--- config.mk ---
export PLATFORM = sky130hd
export DESIGN_NAME = gpio_serial_fifo_bridge_flat
export DESIGN_NICKNAME = d
export VERILOG_FILES = /design/src/rtl/gpio_fifo_pkg.sv /design/src/rtl/gpio_serial_fifo_bridge_if.sv /design/src/rtl/gpio_sync.sv /design/src/rtl/gpio_serial_fifo_bridge.sv /design/src/flat_wrapper.sv
export SDC_FILE = /design/constraint.sdc
export NUM_CORES = 1
export LEC_CHECK = 0
export ABC_AREA = 1
export BUFFER_PORTS_ARGS = -buffer_cell sky130_fd_sc_hd__buf_2
export CELL_PAD_IN_SITES_DETAIL_PLACEMENT = 0
export CELL_PAD_IN_SITES_GLOBAL_PLACEMENT = 2
export CORE_UTILIZATION = 34
export DETAILED_ROUTE_END_ITERATION = 6
export GPL_TIMING_DRIVEN = 0
export PLACE_DENSITY = 0.84
export SLEW_MARGIN = 40
export SYNTH_ARGS = -nofsm -noshare
export SYNTH_HDL_FRONTEND = slang
export SYNTH_HIERARCHICAL = 1
export SYNTH_SLANG_ARGS = --single-unit
--- constraint.sdc ---
create_clock -name clk -period 1.94 [get_ports clk]
set_input_delay 0.291 -clock clk [delete_from_list [all_inputs] [get_ports clk]]
set_output_delay 0.291 -clock clk [all_outputs]
set_load 0.02 [all_outputs]
--- src/rtl/gpio_fifo_pkg.sv ---
// GPIO serial-to-FIFO bridge shared types.
// Bit map of the PS EMIO GPIO bus and the FSM state type.
package gpio_fifo_pkg;

   localparam int unsigned GPIO_SCLK  = 0;
   localparam int unsigned GPIO_SDATA = 1;
   localparam int unsigned GPIO_WRITE = 2;
   localparam int unsigned GPIO_RSTPL = 3;
   localparam int unsigned GPIO_CLR   = 4;
   localparam int unsigned GPIO_SEL   = 5;

   typedef enum logic [1:0] {
      IDLE,
      SHIFT,
      WAIT_LOW
   } state_t;

   function automatic int unsigned ch_bits(input int unsigned n);
      return (n > 1) ? $clog2(n) : 1;
   endfunction

endpackage

--- src/rtl/gpio_serial_fifo_bridge_if.sv ---
// FIFO-side bundle of the GPIO serial bridge.
// master drives the word bus and strobes; slave returns full flags.
interface gpio_serial_fifo_bridge_if #(
   parameter int DATA_W = 32,
   parameter int NUM_CH = 4
) ();

   logic [NUM_CH-1:0] fifo_full;
   logic [DATA_W-1:0] fifo_dout;
   logic [NUM_CH-1:0] fifo_wr_en;

   modport master (
      input  fifo_full,
      output fifo_dout,
      output fifo_wr_en
   );

   modport slave (
      output fifo_full,
      input  fifo_dout,
      input  fifo_wr_en
   );

endinterface

--- src/rtl/gpio_sync.sv ---
// Multi-bit synchroniser with registered rising-edge detect.
// Edges are masked until the chain holds only post-reset samples.
module gpio_sync #(
   parameter int W      = 1,
   parameter int STAGES = 2
) (
   input  logic         clk,
   input  logic         rst,
   input  logic [W-1:0] d,
   output logic [W-1:0] q,
   output logic [W-1:0] rise
);

   logic [W-1:0]    s [STAGES];
   logic [W-1:0]    q_d;
   logic [STAGES:0] vld;

   always_ff @(posedge clk or negedge rst) begin
      if (!rst) begin
         for (int i = 0; i < STAGES; i++) s[i] <= '0;
         q_d  <= '0;
         vld  <= '0;
         rise <= '0;
      end else begin
         s[0] <= d;
         for (int i = 1; i < STAGES; i++) s[i] <= s[i-1];
         q_d  <= s[STAGES-1];
         vld  <= {vld[STAGES-1:0], 1'b1};
         // a bit already high at release is never seen as an edge
         rise <= vld[STAGES] ? (s[STAGES-1] & ~q_d) : '0;
      end
   end

   assign q = s[STAGES-1];

endmodule

--- src/rtl/gpio_serial_fifo_bridge.sv ---
// Bit-banged GPIO serial receiver that commits words to one of
// NUM_CH FIFOs, with sticky overflow and framing error flags.
module gpio_serial_fifo_bridge
   import gpio_fifo_pkg::*;
#(
   parameter int DATA_W      = 32,
   parameter int NUM_CH      = 4,
   parameter int SYNC_STAGES = 2
) (
   input  logic                       clk,
   input  logic                       rst,
   input  logic [31:0]                emio_gpio_i,
   output logic                       rst_pl,
   gpio_serial_fifo_bridge_if.master  fifo,
   output logic [NUM_CH-1:0]          overflow,
   output logic                       frame_err
);

   localparam int CH_W  = ch_bits(NUM_CH);
   localparam int CNT_W = $clog2(DATA_W + 1);
   localparam logic [CNT_W-1:0] CNT_MAX = CNT_W'(DATA_W);

   logic [2:0]      e_q;
   logic [2:0]      e_rise;
   logic [CH_W+1:0] l_q;
   logic [CH_W+1:0] l_rise;

   gpio_sync #(.W(3), .STAGES(SYNC_STAGES)) u_edge (
      .clk  (clk),
      .rst  (rst),
      .d    ({emio_gpio_i[GPIO_CLR],
              emio_gpio_i[GPIO_WRITE],
              emio_gpio_i[GPIO_SCLK]}),
      .q    (e_q),
      .rise (e_rise)
   );

   gpio_sync #(.W(CH_W+2), .STAGES(SYNC_STAGES)) u_lvl (
      .clk  (clk),
      .rst  (rst),
      .d    ({emio_gpio_i[GPIO_SEL +: CH_W],
              emio_gpio_i[GPIO_RSTPL],
              emio_gpio_i[GPIO_SDATA]}),
      .q    (l_q),
      .rise (l_rise)
   );

   logic            sclk_rise;
   logic            wr_rise;
   logic            wr_lvl;
   logic            clr;
   logic            sdata;
   logic [CH_W-1:0] sel;

   assign sclk_rise = e_rise[0];
   assign wr_rise   = e_rise[1];
   assign wr_lvl    = e_q[1];
   assign clr       = e_q[2];
   assign sdata     = l_q[0];
   assign rst_pl    = l_q[1];
   assign sel       = l_q[2 +: CH_W];

   wire unused_sync = &{1'b0, e_q[0], e_rise[2], l_rise,
                        emio_gpio_i[31:GPIO_SEL+CH_W]};

   state_t              state, state_n;
   logic [CNT_W-1:0]    bit_cnt, cnt_n;
   logic [DATA_W-1:0]   shreg, sh_n;
   logic [DATA_W-1:0]   dout_q, dout_n;
   logic [NUM_CH-1:0]   wen_q, wen_n;
   logic [NUM_CH-1:0]   ovf_q, ovf_n;
   logic                err_q, err_n;
   logic [NUM_CH-1:0]   hit;
   logic                full_sel;
   logic [NUM_CH-1:0]   set_ovf;
   logic                set_err;

   always_ff @(posedge clk or negedge rst) begin
      if (!rst) begin
         state   <= IDLE;
         bit_cnt <= '0;
         shreg   <= '0;
         dout_q  <= '0;
         wen_q   <= '0;
         ovf_q   <= '0;
         err_q   <= 1'b0;
      end else begin
         state   <= state_n;
         bit_cnt <= cnt_n;
         shreg   <= sh_n;
         dout_q  <= dout_n;
         wen_q   <= wen_n;
         ovf_q   <= ovf_n;
         err_q   <= err_n;
      end
   end

   always_comb begin
      state_n  = state;
      cnt_n    = bit_cnt;
      sh_n     = shreg;
      dout_n   = dout_q;
      wen_n    = '0;
      set_ovf  = '0;
      set_err  = 1'b0;
      hit      = '0;
      full_sel = 1'b0;
      for (int i = 0; i < NUM_CH; i++) begin
         if (sel == CH_W'(i)) begin
            hit[i]   = 1'b1;
            full_sel = fifo.fifo_full[i];
         end
      end
      // a write wins over a coincident sclk, whose bit is dropped
      if (wr_rise) begin
         cnt_n   = '0;
         state_n = WAIT_LOW;
         if (sclk_rise) set_err = 1'b1;
         if (hit == '0 || bit_cnt != CNT_MAX) begin
            set_err = 1'b1;
         end else if (full_sel) begin
            set_ovf = hit;
         end else begin
            wen_n  = hit;
            dout_n = shreg;
         end
      end else if (sclk_rise) begin
         if (state == WAIT_LOW) begin
            set_err = 1'b1;
         end else begin
            sh_n    = DATA_W'({shreg, sdata});
            state_n = SHIFT;
            if (bit_cnt == CNT_MAX) set_err = 1'b1;
            else cnt_n = bit_cnt + CNT_W'(1);
         end
      end else if (state == WAIT_LOW && !wr_lvl) begin
         state_n = IDLE;
      end
      ovf_n = (clr ? '0 : ovf_q) | set_ovf;
      err_n = (clr ? 1'b0 : err_q) | set_err;
   end

   assign fifo.fifo_dout  = dout_q;
   assign fifo.fifo_wr_en = wen_q;
   assign overflow        = ovf_q;
   assign frame_err       = err_q;

endmodule

--- src/flat_wrapper.sv ---
// flat-port wrapper written by rule: the top's interface ports become plain ports
module gpio_serial_fifo_bridge_flat import gpio_fifo_pkg::*;
#(
   parameter int DATA_W      = 32,
   parameter int NUM_CH      = 4,
   parameter int SYNC_STAGES = 2
)
  (clk, rst, emio_gpio_i, rst_pl, overflow, frame_err, fifo_fifo_full, fifo_fifo_dout, fifo_fifo_wr_en);
  gpio_serial_fifo_bridge_if #(.DATA_W(DATA_W), .NUM_CH(NUM_CH)) fifo_i ();
  input  logic clk;
  input  logic rst;
  input  logic [31:0] emio_gpio_i;
  output logic rst_pl;
  output logic [NUM_CH-1:0] overflow;
  output logic frame_err;
  input wire logic [$bits(fifo_i.fifo_full)-1:0] fifo_fifo_full;
  output wire logic [$bits(fifo_i.fifo_dout)-1:0] fifo_fifo_dout;
  output wire logic [$bits(fifo_i.fifo_wr_en)-1:0] fifo_fifo_wr_en;
  assign fifo_i.fifo_full = fifo_fifo_full;
  assign fifo_fifo_dout = fifo_i.fifo_dout;
  assign fifo_fifo_wr_en = fifo_i.fifo_wr_en;
  gpio_serial_fifo_bridge #(.DATA_W(DATA_W), .NUM_CH(NUM_CH), .SYNC_STAGES(SYNC_STAGES)) u_core (.clk(clk), .rst(rst), .emio_gpio_i(emio_gpio_i), .rst_pl(rst_pl), .fifo(fifo_i), .overflow(overflow), .frame_err(frame_err));
endmodule
* Word level (Yosys, flattened, before mapping)
Index checks and enable logic that the tools add are counted.
Word-level totals: flip-flop bits (word level) 102, output and inout port bits 42, logic and storage cells 74
Operators by class: $add $sub $neg 1, eq/ne operators 9, mux-type cells 31, bitwise gates (word level) 8, reductions and logical operators 11
Operators by type and width (number):
- 2-to-1 mux 4 bit | 7
- 2-to-1 mux 6 bit | 4
- 2-to-1 mux 1 bit | 15
- 2-to-1 mux 2 bit | 5
- AND reduction 3 bit | 3
- adder 6 x 1 -> 6 bit (second input constant) | 1
- equality test 2 bit (second input constant) | 3
- equality test 6 bit (second input constant) | 1
- != test 6 bit (second input constant) | 1
- logical NOT 4 bit | 1
- != test 2 bit (second input constant) | 2
- NOT 1 bit | 4
- OR 4 bit | 1
- != test 3 bit (second input constant) | 1
- nonzero test 3 bit | 1
- AND 2 bit | 1
- equality test 2 x 1 -> 1 bit (second input constant) | 1
- logical NOT 2 bit | 1
- NOT 2 bit | 1
- AND reduction 2 bit | 1
- nonzero test 2 bit | 1
- logical AND 1 bit | 1
- logical NOT 1 bit | 1
- logical OR 1 bit | 1
- OR 1 bit | 1

* Longest topological paths before layout
Gate-level depths: netlist of the first run.
depth after elaboration 9, mapped depth 10, mapped depth without buffers 9

* Cells and area by module
Netlist of the first run, hierarchy kept.
Modules (own cells, without submodules):
- gpio_serial_fifo_bridge | times used 1, cells each 387, area each 3440.8 µm²
- gpio_sync at u_core.u_lvl | times used 1, cells each 32, area each 539.3 µm²
- gpio_sync at u_core.u_edge | times used 1, cells each 25, area each 424.2 µm²

* Worst setup path before layout of the first run
No wires, ideal clock.
path kind register to register, start register u_core.bit_cnt[0], end register u_core.dout_q[0], in the netlist u_core/fifo.fifo_dout[0], library setup time 0.117 ns, arrival time 1.394 ns, path slack 0.429 ns, stages on the path, launching flop included 11, period minus slack after synthesis 1.511 ns, cells stage by stage dfrtp_1 inv_1 ha_1 nand2_1 nor2_8 nand2_4 inv_2 nand2_4 buf_2 nand2_1 nand2_1
Between the ends: longest elaborated chain between the ends 4
RTL lines:
- start, declared | RTL line gpio_serial_fifo_bridge.sv:67 | logic [CNT_W-1:0] bit_cnt, cnt_n;
- start signal, assigned | RTL line gpio_serial_fifo_bridge.sv:89 | bit_cnt <= cnt_n;
- != test 6 bit | RTL line gpio_serial_fifo_bridge.sv:119 | if (hit == '0 || bit_cnt != CNT_MAX) begin
- logical OR 1 bit | RTL line gpio_serial_fifo_bridge.sv:119
- NOT 1 bit (no source line)
- AND reduction 3 bit (no source line)
- end signal, assigned | RTL line gpio_serial_fifo_bridge.sv:91 | dout_q <= dout_n;
- end, declared | RTL line gpio_serial_fifo_bridge.sv:69 | logic [DATA_W-1:0] dout_q, dout_n;
No other way between the ends. A chain may end at the register's enable or synchronous reset.

* Final worst setup path of the first run
start register u_core.bit_cnt[0], end register u_core.dout_q[19], in the netlist u_core/fifo.fifo_dout[19]
The elaborated chain is that of the path after synthesis.

==> results of run 1 <==
final timing paths:
kind                                       from                   endpoint  cells after the start
max                           u_core/bit_cnt[0]  u_core/fifo.fifo_dout[19]                     10
min                              emio_gpio_i[3]          u_core/u_lvl/s[5]                      1
max reg2reg                   u_core/bit_cnt[0]  u_core/fifo.fifo_dout[19]                     10
min reg2reg                u_core/u_edge/vld[0]       u_core/u_edge/vld[1]                      0
max in group asynchronous                   rst       u_core/u_edge/q_d[1]                      3
min in group asynchronous                   rst  u_core/fifo.fifo_dout[30]                      2
cell type report:
| class | instances | area (µm²) | area share |
|---|---|---|---|
| timing repair buffer | 56 | 317.8 | 0.06597 |
| tap | 143 | 178.9 | 0.03714 |
| inverter | 18 | 67.56 | 0.01403 |
| sequential | 102 | 2552 | 0.5299 |
| clock inverter | 6 | 61.31 | 0.01273 |
| multi-input combinational | 280 | 1270 | 0.2636 |
| clock buffer | 10 | 229.0 | 0.04753 |
| buffer | 19 | 140.1 | 0.02909 |
layout by cell type, fill, tap and decap left out, types with 2 or more instances in the layout:
cell type,n
sky130_fd_sc_hd__nand2_1,195
sky130_fd_sc_hd__dfrtp_1,102
sky130_fd_sc_hd__buf_2,63
sky130_fd_sc_hd__nand2_2,30
sky130_fd_sc_hd__inv_1,15
sky130_fd_sc_hd__nor2_1,15
sky130_fd_sc_hd__nand3_1,14
sky130_fd_sc_hd__clkbuf_16,9
sky130_fd_sc_hd__buf_4,6
sky130_fd_sc_hd__o21ai_0,5
sky130_fd_sc_hd__buf_8,4
sky130_fd_sc_hd__clkinv_2,3
sky130_fd_sc_hd__nand2_4,3
sky130_fd_sc_hd__inv_2,3
sky130_fd_sc_hd__xor2_1,3
sky130_fd_sc_hd__nor2_4,2
sky130_fd_sc_hd__nor2_8,2
sky130_fd_sc_hd__nand4_1,2
sky130_fd_sc_hd__ha_1,2
power by group through the flow:
stage	Clock [mW]	Sequential (mW)	Combinational, mW
floorplan	0	2.35	0.172
global placement	0	2.36	0.265
detailed placement	0	2.36	0.284
CTS	1.84	2.32	0.287
global route	1.92	2.34	0.328
finish	1.78	2.33	0.278
per-stage QoR:
stage | setup WS, ps | TNS (ps) | power (mW) | cells
final | 186.1 | 0 | 4.381 | 634
after global routing | 19.04 | 0 | 4.586 | 634
after CTS | 166.4 | 0 | 4.454 | 634
after detailed placement | 176.9 | 0 | 2.648 | 617
after global placement | -500.0 | -50090 | 2.628 | 616
after floorplan | 428.9 | 0 | 2.518 | 419
what timing repair did:
item	in CTS	in global routing
setup buffers	0	0
endpoints found under the hold margin	44	0
hold buffers	1	0
routing by layer:
layer  GRT usage  share of wire
met4     0.06133          0.016
met1      0.1804           0.49
met3     0.03226          0.037
met2      0.2075           0.46
met5           0              0
critical path, delay by kind of cell, from the launching register on:
family,cells,cell delay [ps]
flip-flops,1,430
buffers and inverters,3,420
AND/OR/NAND/NOR,6,610
adder cells (fa/ha/maj),1,180
sequential cells by signal, indices dropped and copies added, names as in the netlist, 4 cells and up:
name	cells
u_core/overflow	4
u_core/bit_cnt	6
u_core/shreg	32
u_core/fifo.fifo_wr_en	4
u_core/fifo.fifo_dout	32
u_core/u_lvl/q	4
u_core/u_lvl/s	4
==> results.md, run 1 <==
- The slack of the worst reg-to-reg path is roughly 190 ps.
- Counting along the longest clock path gives a buffer depth of 2.
- Once layout is done, the placed cells without fillers occupy just under 5000 µm².
- The number of input and output port buffers inserted is 54.
- Internal power comes to roughly 3.3 mW.
- In the final routed layout, each cell accounts on average for 11.87 µm.
- The total routing resource utilization after global routing is 0.1348.
- Once detailed placement completed, the half-perimeter wirelength came to about 5000 µm.
- The number of nets in the layout is around 530.
- The power density normalized to cell area is 909.6 nW/µm².
- After the first detailed-routing iteration, the DRC count stood at 120.
- CTS built an H-tree with a depth of 3.
- The final critical path time including I/O delays and setup is ~1800 ps.
- Summing all placed instances gives a cell area of 4517 µm².
- The slowest library cell on the worst path is sky130_fd_sc_hd__dfrtp_1.
- The proportion of total power due to net switching is 0.2405.
- The clock insertion delay at the later pin of the skew report is approximately 340 ps.
- STA classifies the critical path endpoint as a flip-flop.
- The routed layout has about 2.8k vias.
- The type of the most critical hold path is in -> reg.
- The most used cell along the critical path is sky130_fd_sc_hd__nand2_1.
- The part of the power in combinational logic is 0.063.
- The number of antenna diodes in the final layout is 0.
- The count of endpoints failing setup in the final report is 0.
- Derived from the worst setup path, the maximum achievable clock frequency is between 0.5 and 0.6 GHz.
- The max-slew violation total from the final report is 0.
- The share of layout cells above drive strength 1 is 0.2648.
- Clock tree synthesis inserted a total of 9 buffers.
- The detailed-route vias per instance is 4.356.
- Traced cell by cell, the critical path runs through inv_1 > ha_1 > nand2_1 > nor2_8 > nand2_4 > inv_2 > nand2_4 > buf_2 > nand2_1 > nand2_1.
- The required arrival time at the worst endpoint is between 2000 and 2500 ps.
- The sum of routed wire length over all layers is 7526 µm.
- The cell leakage power is roughly 2.8 nW.
- The I/O pin count is 80.
- From synthesis to final layout, the design area changed by 19.53%.
- The run finished with clean final reports.
- The overall die width is 110.9 µm.
- The count of antenna-violating nets left after detailed routing is 0.
- The largest net degree at the start of global routing is 59.
- Setup repair after global routing left no endpoint under its margin.
- The wire length of the first global-routing pass is roughly 13,000 µm.
- The share of total power dissipated in sequential elements is 0.531.
- Yosys printed 6 warnings.
- In this run the core area contains 39 standard-cell rows.
- The category of the worst setup path launch point is a flip-flop.
- The pre-antenna-repair detailed-routing pass consisted of 4 iterations.
- The total count of hold-check failures in the final report is 0.
- The utilization of the core after routing is 0.4201.
- Across the routed clock network, the largest skew measured is around 8.3 ps.
- The total standard cell area after synthesis is between 4000 and 5000 µm².
- The floorplan step defined a die boundary enclosing around 12,000 µm².
- For this run, design rule violations remaining after detail routing come to 0.
- The count of maximum capacitance violations is 0.
- The y dimension of the die is 110.9 µm.
- For this run, the slowest stage of the critical path takes approximately 430 ps.
- For this design the total switching power over the nets is approximately 1.1 mW.
- Dividing the synthesized area by the synthesized cell count gives 9.618 µm².
- The initial antenna violation count is 0.
- The TritonCTS clock tree is done.
- The count of cells resized by post-cts repair is 0.
- In the finished design, the share of the clock period the worst path needs comes to 0.9040.
- After clock tree synthesis, the clock-pin slew on the worst setup and hold paths is about 70 ps.
- Data on the critical path arrives at its endpoint at ~2000 ps.
- The master cell of the clock root buffer is sky130_fd_sc_hd__clkbuf_16.
- The filler cell count in the final layout is between 1k and 1.5k.
- The clock network power share is 0.406.
- The critical path in this run is classified as reg -> reg.
- The maximum VDD drop is approximately 0.38 mV.
- Synthesis produced a netlist whose cell count is between 400 and 500.
- The initial utilization of the core area, before any placement, comes to 0.3514.
- In this run the worst path has a maximum fanout of 10.
- The via count of the first global-routing pass is around 2.8k.
- At the end of routability-driven placement, the weighted congestion stood at about 0.75.
- For this design, the sink count on the clock tree is 102.
- Summed over all layers, the global routing overflow is 0.
- The hold slack is between 50 and 60 ps.
- The net count after synthesis is around 460.
- The area of the core is approximately 11,000 µm².
(Power assumes the default switching activity.)
==> run 2: changes to the inputs <==
--- a/config.mk
+++ b/config.mk
@@ -9,10 +9,10 @@
 export BUFFER_PORTS_ARGS = -buffer_cell sky130_fd_sc_hd__buf_2
 export CELL_PAD_IN_SITES_DETAIL_PLACEMENT = 0
 export CELL_PAD_IN_SITES_GLOBAL_PLACEMENT = 2
-export CORE_UTILIZATION = 34
+export CORE_UTILIZATION = 31
 export DETAILED_ROUTE_END_ITERATION = 6
 export GPL_TIMING_DRIVEN = 0
-export PLACE_DENSITY = 0.84
+export PLACE_DENSITY = 0.81
 export SLEW_MARGIN = 40
 export SYNTH_ARGS = -nofsm -noshare
 export SYNTH_HDL_FRONTEND = slang
==> constraint.sdc (replaced) <==
create_clock -name clk -period 1.5 [get_ports clk]
set_input_delay 0.225 -clock clk [delete_from_list [all_inputs] [get_ports clk]]
set_output_delay 0.225 -clock clk [all_outputs]
set_load 0.02 [all_outputs]
==> run 2 against run 1 <==
  * Non-clock buffer count grew 19
  * Sequential power grew 29%
  * Cell area grew 7.2%
  * Global-route usage shrank 0.42 points
  * Count of clock-buffer cells in the layout grew 3
  * Flip-flop and latch count is the same
  * Utilization shrank 1.3 points
  * Critical path depth is the same
  * Worst hold slack gained 140 ps
  * Fmax grew 21%
  * Via count grew 2.9%
  * Critical path type unchanged
==> results.md, run 2 (synthesized netlist as in run 1, its figures left out) <==
- Buffers inserted during clock tree synthesis total 9.
- The largest fanout on the critical path is 10.
- The H-tree generated during clock tree synthesis spans 3 levels.
- The number of clock sinks is 102.
- The first global-routing pass estimated 13,320 µm of wire.
- The clock insertion delay at the later pin of the skew report is ~340 ps.
- STA puts the critical path data arrival time at 1690 ps.
- The area of all placed cells without fillers is between 5000 and 6000 µm².
- The filler cell count in the final layout is roughly 1.3k.
- The detailed-route vias per instance is between 4 and 5.
- TritonCTS built the clock tree.
- The fmax is 0.6877 GHz.
- Dividing the detail-routed wire length by the instance count gives around 12 µm.
- The overall power after layout is slightly below 6 mW.
- Entering global routing, the biggest net connects 62 pins.
- For this design the ratio of total power to cell area is 1116 nW/µm².
- The required arrival time at the worst endpoint is about 1700 ps.
- The count of antenna-violating nets left after detailed routing is 0.
- The final weighted congestion of routability-driven global placement is roughly 0.7.
- For the final database, setup skew stands at between 10 and 15 ps.
- The number of input and output port buffers inserted is 54.
- The first routing iteration left 125 violations.
- The top cell types in the final layout, fill and taps aside, are sky130_fd_sc_hd__nand2_1 (180), sky130_fd_sc_hd__dfrtp_1 (100), sky130_fd_sc_hd__buf_2 (60).
- The placement-stage cell area is ~4500 µm².
- The full die area is about 13,000 µm².
- Leaving out fill and tap cells, the most frequent cell in the layout is sky130_fd_sc_hd__nand2_1.
- For this run, the total global-route usage over all layers was measured as 0.1306.
- The initial antenna violation count was 0.
- After clock tree synthesis, the clock-pin slew on the worst setup and hold paths is about 70 ps.
- The routed layout has around 2.8k vias.
- The master cell of the clock root buffer is sky130_fd_sc_hd__clkbuf_16.
- The critical path capture point type is a flip-flop.
- For met1 alone, demand over resource in global routing was 0.1778.
- In this run the core area contains 41 standard-cell rows.
- For this run, global-route usage on met2 was measured as 0.1988.
- Setup repair after global routing could not meet its margin everywhere.
- The global routing's busiest layer is met2.
- The number of buffers on the longest clock path is 2.
- For the final routed database, the setup TNS stands at 0 ps.
- The post-route fraction of the period consumed by the critical path is 0.9694.
- Before CTS, the worst setup slack after placement is -212.2 ps.
- The cell leakage power is a little under 3 nW.
- The overall die width is about 120 µm.
- The remaining global-route overflow is 0.
- The instance count along the most critical hold path is 3.
- The effective utilization at floorplan is 0.3181.
- The final layout contains routed wiring with a total length of approximately 8000 µm.
- The max-slew violation total from the final report came to 0.
- The share of layout cells above drive strength 1 is 0.3216.
- The critical path goes through inv_2 > ha_4 > nand2_4 > nor2_8 > nand2_4 > inv_4 > nand2_8 > buf_8 > nand2_1 > nand2_1.
- The residual DRC count is 0.
- The smallest setup slack after layout is ~46 ps.
- In the final layout, the multi-input gates occupy roughly 1300 µm².
- The setup path with the least slack is of type reg -> reg.
- For this run, the detailed router's first-pass iteration total came to 4.
- The y dimension of the die is roughly 120 µm.
- Together, buffers and inverters on the worst path number 3.
- During I/O placement, the number of pins put on the boundary was 80.
- The critical path crosses 10 cells after its start point.
- The run finished with clean final reports.
- The via count of the first global-routing pass is around 2.7k.
- After legalization and detailed placement, the total HPWL measured just over 5000 µm.
- For the finished layout, the period the worst path requires is between 1000 and 1500 ps.
- Across the whole layout, storage elements account for 2555 µm².
- Across the VDD grid, the largest voltage drop is between 0.4 and 0.5 mV.
- In this run the worst hold path is classified as in -> reg.
- The worst setup path is launched from a flip-flop.
- The critical path's largest stage delay is roughly 390 ps.
- The category of cells accounting for the largest share of critical-path delay is simple AND/OR/NAND/NOR gates.
- The core region is ~13,000 µm².
- The number of cells on the worst reg-to-reg path is 10.
- The total count of hold-check failures in the final report is 0.
- The count of endpoints failing setup in the final report is 0.
- The number of diodes added for antenna fixing is 0.
- The met3 routing resource usage after global routing is 0.03086.
- The count of maximum capacitance violations is 0.
- The area growth from synthesis to layout is 28.10%.
- On the critical path, the stage with the largest delay is an instance of sky130_fd_sc_hd__dfrtp_1.
- The number of nets in the layout is about 550.
## run 2: cell type report
class                      count  area share
clock buffer                  13     0.04847
tap                          172     0.04169
multi-input combinational    280      0.2610
buffer                        18     0.03151
sequential                   102      0.4949
timing repair buffer          76     0.09985
inverter                      18     0.01406
clock inverter                 3    0.008483
## run 2: final timing paths
check,startpoint,to,slack [ps]
setup / recovery,u_core/bit_cnt[0],u_core/fifo.fifo_dout[12],50
hold / removal,fifo_fifo_full[3],u_core/overflow[3],190
setup reg to reg,u_core/bit_cnt[0],u_core/fifo.fifo_dout[12],50
hold reg to reg,u_core/u_edge/vld[0],u_core/u_edge/vld[1],350
max in group asynchronous,rst,u_core/fifo.fifo_dout[18],510
min in group asynchronous,rst,u_core/shreg[26],410
## run 2: what timing repair did
| item | 4_1_cts | 5_1_grt |
|---|---|---|
| gates cloned | 1 | 1 |
| pin swaps | 4 | 5 |
| hold buffers | 8 | 0 |
| buffers inserted | 6 | 5 |
| endpoints found under the hold margin | 67 | 0 |
| resized for setup | 18 | 21 |
| setup endpoints to repair | 64 | 67 |
## run 2: power by group
part	leakage [nW]	internal, mW	switching (mW)	total [mW]
registers	1.37	2.89	0.110	3.00
clock network	0.144	1.34	0.946	2.29
logic	1.39	0.199	0.278	0.477
total	2.90	4.43	1.33	5.76
## run 2: through the flow
step | hold slack [ps] | cells | util
2_1_floorplan | -70.59 | 419 | -
3_3_place_gp | 331.9 | 645 | 0.3566
3_5_place_dp | 196.4 | 646 | 0.3589
4_1_cts | 179.2 | 677 | 0.3988
5_1_grt | 224.8 | 682 | 0.4074
6_report | 191.5 | 682 | 0.4074
## run 2: per-layer routing
metal  routed length, µm  share of wire
met3                 250          0.031
met5                   0              0
met4                 117          0.015
met1                3972           0.49
met2                3686           0.46
## run 2: worst register-to-register path, delay by kind of cell, from the launching register on
| family | cells | cell delay [ps] |
|---|---|---|
| buffers and inverters | 3 | 350 |
| flip-flops | 1 | 390 |
| AND/OR/NAND/NOR | 6 | 460 |
| adder cells (fa/ha/maj) | 1 | 160 |
==> run 3: changes to the inputs <==
--- a/config.mk
+++ b/config.mk
@@ -9,10 +9,11 @@
 export BUFFER_PORTS_ARGS = -buffer_cell sky130_fd_sc_hd__buf_2
 export CELL_PAD_IN_SITES_DETAIL_PLACEMENT = 0
 export CELL_PAD_IN_SITES_GLOBAL_PLACEMENT = 2
-export CORE_UTILIZATION = 31
+export CORE_UTILIZATION = 32
+export CTS_BUF_LIST = sky130_fd_sc_hd__clkbuf_8
 export DETAILED_ROUTE_END_ITERATION = 6
 export GPL_TIMING_DRIVEN = 0
-export PLACE_DENSITY = 0.81
+export PLACE_DENSITY = 0.83
 export SLEW_MARGIN = 40
 export SYNTH_ARGS = -nofsm -noshare
 export SYNTH_HDL_FRONTEND = slang
==> run 3 against run 2 <==
  * The run now ends with negative setup slack left
  * Combinational power hardly changed
  * First-iteration DRC count is 10% lower
  * Power is 5.4% lower
  * Via count is 0.11% higher
  * Critical path depth stayed put
  * Setup slack worse by 50 ps
  * Flip-flop and latch count stayed put
  * Sequential share of layout area is 0.31 points higher
  * Sequential power hardly changed
  * Cell count is 0.44% lower
  * Clock power is 14% lower
  * Largest cell class unchanged
==> results.md, run 3 (synthesized netlist as in run 1, its figures left out) <==
- The overall die width is between 100 and 150 µm.
- The die is roughly 110 µm tall.
- Setup repair after global routing could not meet its margin everywhere.
- The smallest clock period supported by the final layout is computed as about 1500 ps.
- For this design the ratio of total power to cell area is around 1100 nW/µm².
- The fmax is around 0.66 GHz.
- The clock drives roughly 100 sinks.
- Summed over all nets, the half-perimeter wirelength after detailed placement is around 5200 µm.
- The worst setup path is of the reg -> reg kind.
- Of the available clock period, the critical path in the final layout requires 1.003.
- The category of the worst setup path launch point is a flip-flop.
- In this run the tool buffered the top-level ports with 54 buffer cells.
- The critical path capture point type is a flip-flop.
- At the later pin of the worst-skew pair, clock insertion delay measures between 300 and 400 ps.
- The utilization of the core after routing is 0.4216.
- The total routing resource utilization after global routing is 0.1351.
- The largest individual stage delay along the critical path comes from the cell sky130_fd_sc_hd__dfrtp_1.
- The initial antenna violation count came to 0.
- The max-slew violation total from the final report is 0.
- The tool flagged a number of max-cap violations equal to 0.
- The critical path goes through inv_2 > ha_4 > nand2_4 > nor2_8 > nand2_4 > inv_4 > nand2_8 > clkbuf_16 > nand2_2 > nand2_1.
- The TritonCTS clock tree is done.
- Summed over all failing endpoints, the final setup total negative slack is -3.985 ps.
- The TritonCTS buffer count is 9.
- Once detail routing completed, the nets flagged for antenna violations numbered 0.
- The clock-pin slew on the worst setup and hold paths is ~100 ps.
- The via count of the first global-routing pass is 2,780.
- The remaining global-route overflow is 0.
- The most used cell along the critical path is sky130_fd_sc_hd__nand2_4.
- The cell leakage power is 2.909 nW.
- The overall power after layout is 5.453 mW.
- In this run the cell area measured after placement is 4551 µm².
- The number of buffers on the longest clock path is 2.
- The hold slack is ~160 ps.
- The first-pass detailed-route iteration total is 6.
- The number of diodes added for antenna fixing is 0.
- The H-tree depth is 3.
- The master cell of the clock root buffer is sky130_fd_sc_hd__clkbuf_8.
- The detailed-route wire length per cell is around 12 µm.
- The full die area is between 10,000 and 15,000 µm².
- The largest fanout on the critical path is 7.
- The detailed-route vias per instance is ~4.2.
- For this run, the slowest stage of the critical path takes approximately 400 ps.
- The total count of hold-check failures in the final report is 0.
- The required arrival time at the worst endpoint is between 1500 and 2000 ps.
- The largest net degree at the start of global routing is 76.
- The count of routing violations after the opening detailed-route iteration is roughly 110.
- The finished cells cover 5127 µm².
- The share of layout cells above drive strength 1 is 0.3229.
- In the routed design, unresolved DRC markers number 0.
- For the final database, setup skew stands at a little under 9 ps.
- The type of the most critical hold path is in -> reg.
- STA puts the critical path data arrival time at 1770 ps.
- In the final design database the tool counted about 550 nets.
- The library cells used most frequently in the layout, excluding fill and tap cells, are sky130_fd_sc_hd__nand2_1 (181), sky130_fd_sc_hd__dfrtp_1 (101), sky130_fd_sc_hd__buf_2 (60).
- The first global-routing pass estimated roughly 14,000 µm of wire.
- The smallest setup slack after layout is -3.985 ps.
- The effective utilization at floorplan is 0.3314.
- The final reports fail on negative setup slack.
- Broken down by cell family, the worst path's largest delay share belongs to simple AND/OR/NAND/NOR gates.
- Detailed routing inserted a total of between 2k and 3k vias.
- The count of endpoints failing setup in the final report is 1.
- Relative to the synthesized area, the layout overhead comes to 27.23%.
- IR analysis of the VDD net gives a maximum drop of 0.5576 mV.
- The critical path contains buffers and inverters numbering 3 combined.
- The most frequent standard cell in the layout excluding fill and tap cells is sky130_fd_sc_hd__nand2_1.
- At the end of routability-driven placement, the weighted congestion stood at between 0.7 and 0.8.
- The flow ran to the end, but the final reports show violations.
- The floorplan has 40 rows.
- 80 I/O pins were placed.
- The area of the core is between 10,000 and 15,000 µm².
- The sum of routed wire length over all layers is about 8100 µm.
-- run 3: cell count changes in the layout (fill, tap and decap cells not counted), sizes merged --
cell	before	now
clkbuf	14	12
bufinv	1	2
buf	85	86
inv	18	19
-- run 3: path summary, 6_finish.rpt --
kind	start	to	slack, ps	depth (start not counted)
max	u_core/bit_cnt[0]	u_core/fifo.fifo_dout[20]	-4	10
min	fifo_fifo_full[3]	u_core/fifo.fifo_wr_en[3]	160	4
max reg2reg	u_core/bit_cnt[0]	u_core/fifo.fifo_dout[20]	-4	10
min reg2reg	u_core/u_edge/vld[0]	u_core/u_edge/vld[1]	360	0
max in group asynchronous	rst	u_core/u_edge/vld[2]	570	3
min in group asynchronous	rst	u_core/fifo.fifo_dout[30]	280	2
-- run 3: stage by stage --
| stage | setup WS (ps) | instances |
|---|---|---|
| 6_report | -3.985 | 679 |
| 5_1_grt | -88.07 | 679 |
| 4_1_cts | -2.444 | 669 |
| 3_5_place_dp | -227.1 | 642 |
| 3_3_place_gp | -903.7 | 641 |
| 2_1_floorplan | 18.79 | 419 |
-- run 3: final cells by class --
| class | count | area [µm²] |
|---|---|---|
| Fill cell | 1242 | 7034 |
| Multi-Input combinational cell | 280 | 1375 |
| Clock buffer | 11 | 151.4 |
| Timing Repair Buffer | 76 | 503.0 |
| Sequential cell | 102 | 2554 |
| Tap cell | 168 | 210.2 |
| Inverter | 18 | 70.07 |
| Buffer | 19 | 185.2 |
| Clock inverter | 5 | 78.83 |
-- run 3: worst register-to-register path: stages, from the launching register on --
cell	delay (ps)
sky130_fd_sc_hd__dfrtp_1	400
sky130_fd_sc_hd__inv_2	90
sky130_fd_sc_hd__ha_4	160
sky130_fd_sc_hd__nand2_4	70
sky130_fd_sc_hd__nor2_8	120
sky130_fd_sc_hd__nand2_4	90
sky130_fd_sc_hd__inv_4	100
sky130_fd_sc_hd__nand2_8	90
sky130_fd_sc_hd__clkbuf_16	180
sky130_fd_sc_hd__nand2_2	50
sky130_fd_sc_hd__nand2_1	40
-- run 3: report_power, final --
| group | switching (mW) | internal [mW] |
|---|---|---|
| Sequential | 0.107 | 2.88 |
| Combinational | 0.281 | 0.200 |
| Clock | 0.949 | 1.03 |
| Total | 1.34 | 4.12 |
-- run 3: what timing repair did --
item / in CTS / in global routing
cloned: 0 / 1
buffers inserted: 3 / 9
endpoints found under the setup margin: 40 / 67
pin swaps: 4 / 1
resized for setup: 14 / 29
hold endpoints to repair: 34 / 0
hold buffers: 8 / 0
-- run 3: routing by layer --
layer / vias up / track usage / wire length (µm)
li1: 1447 / - / -
met4: 0 / 0.04935 / 111
met1: 1345 / 0.1845 / 3980
met2: 45 / 0.2061 / 3671
met5: - / 0 / 0
met3: 8 / 0.03653 / 289
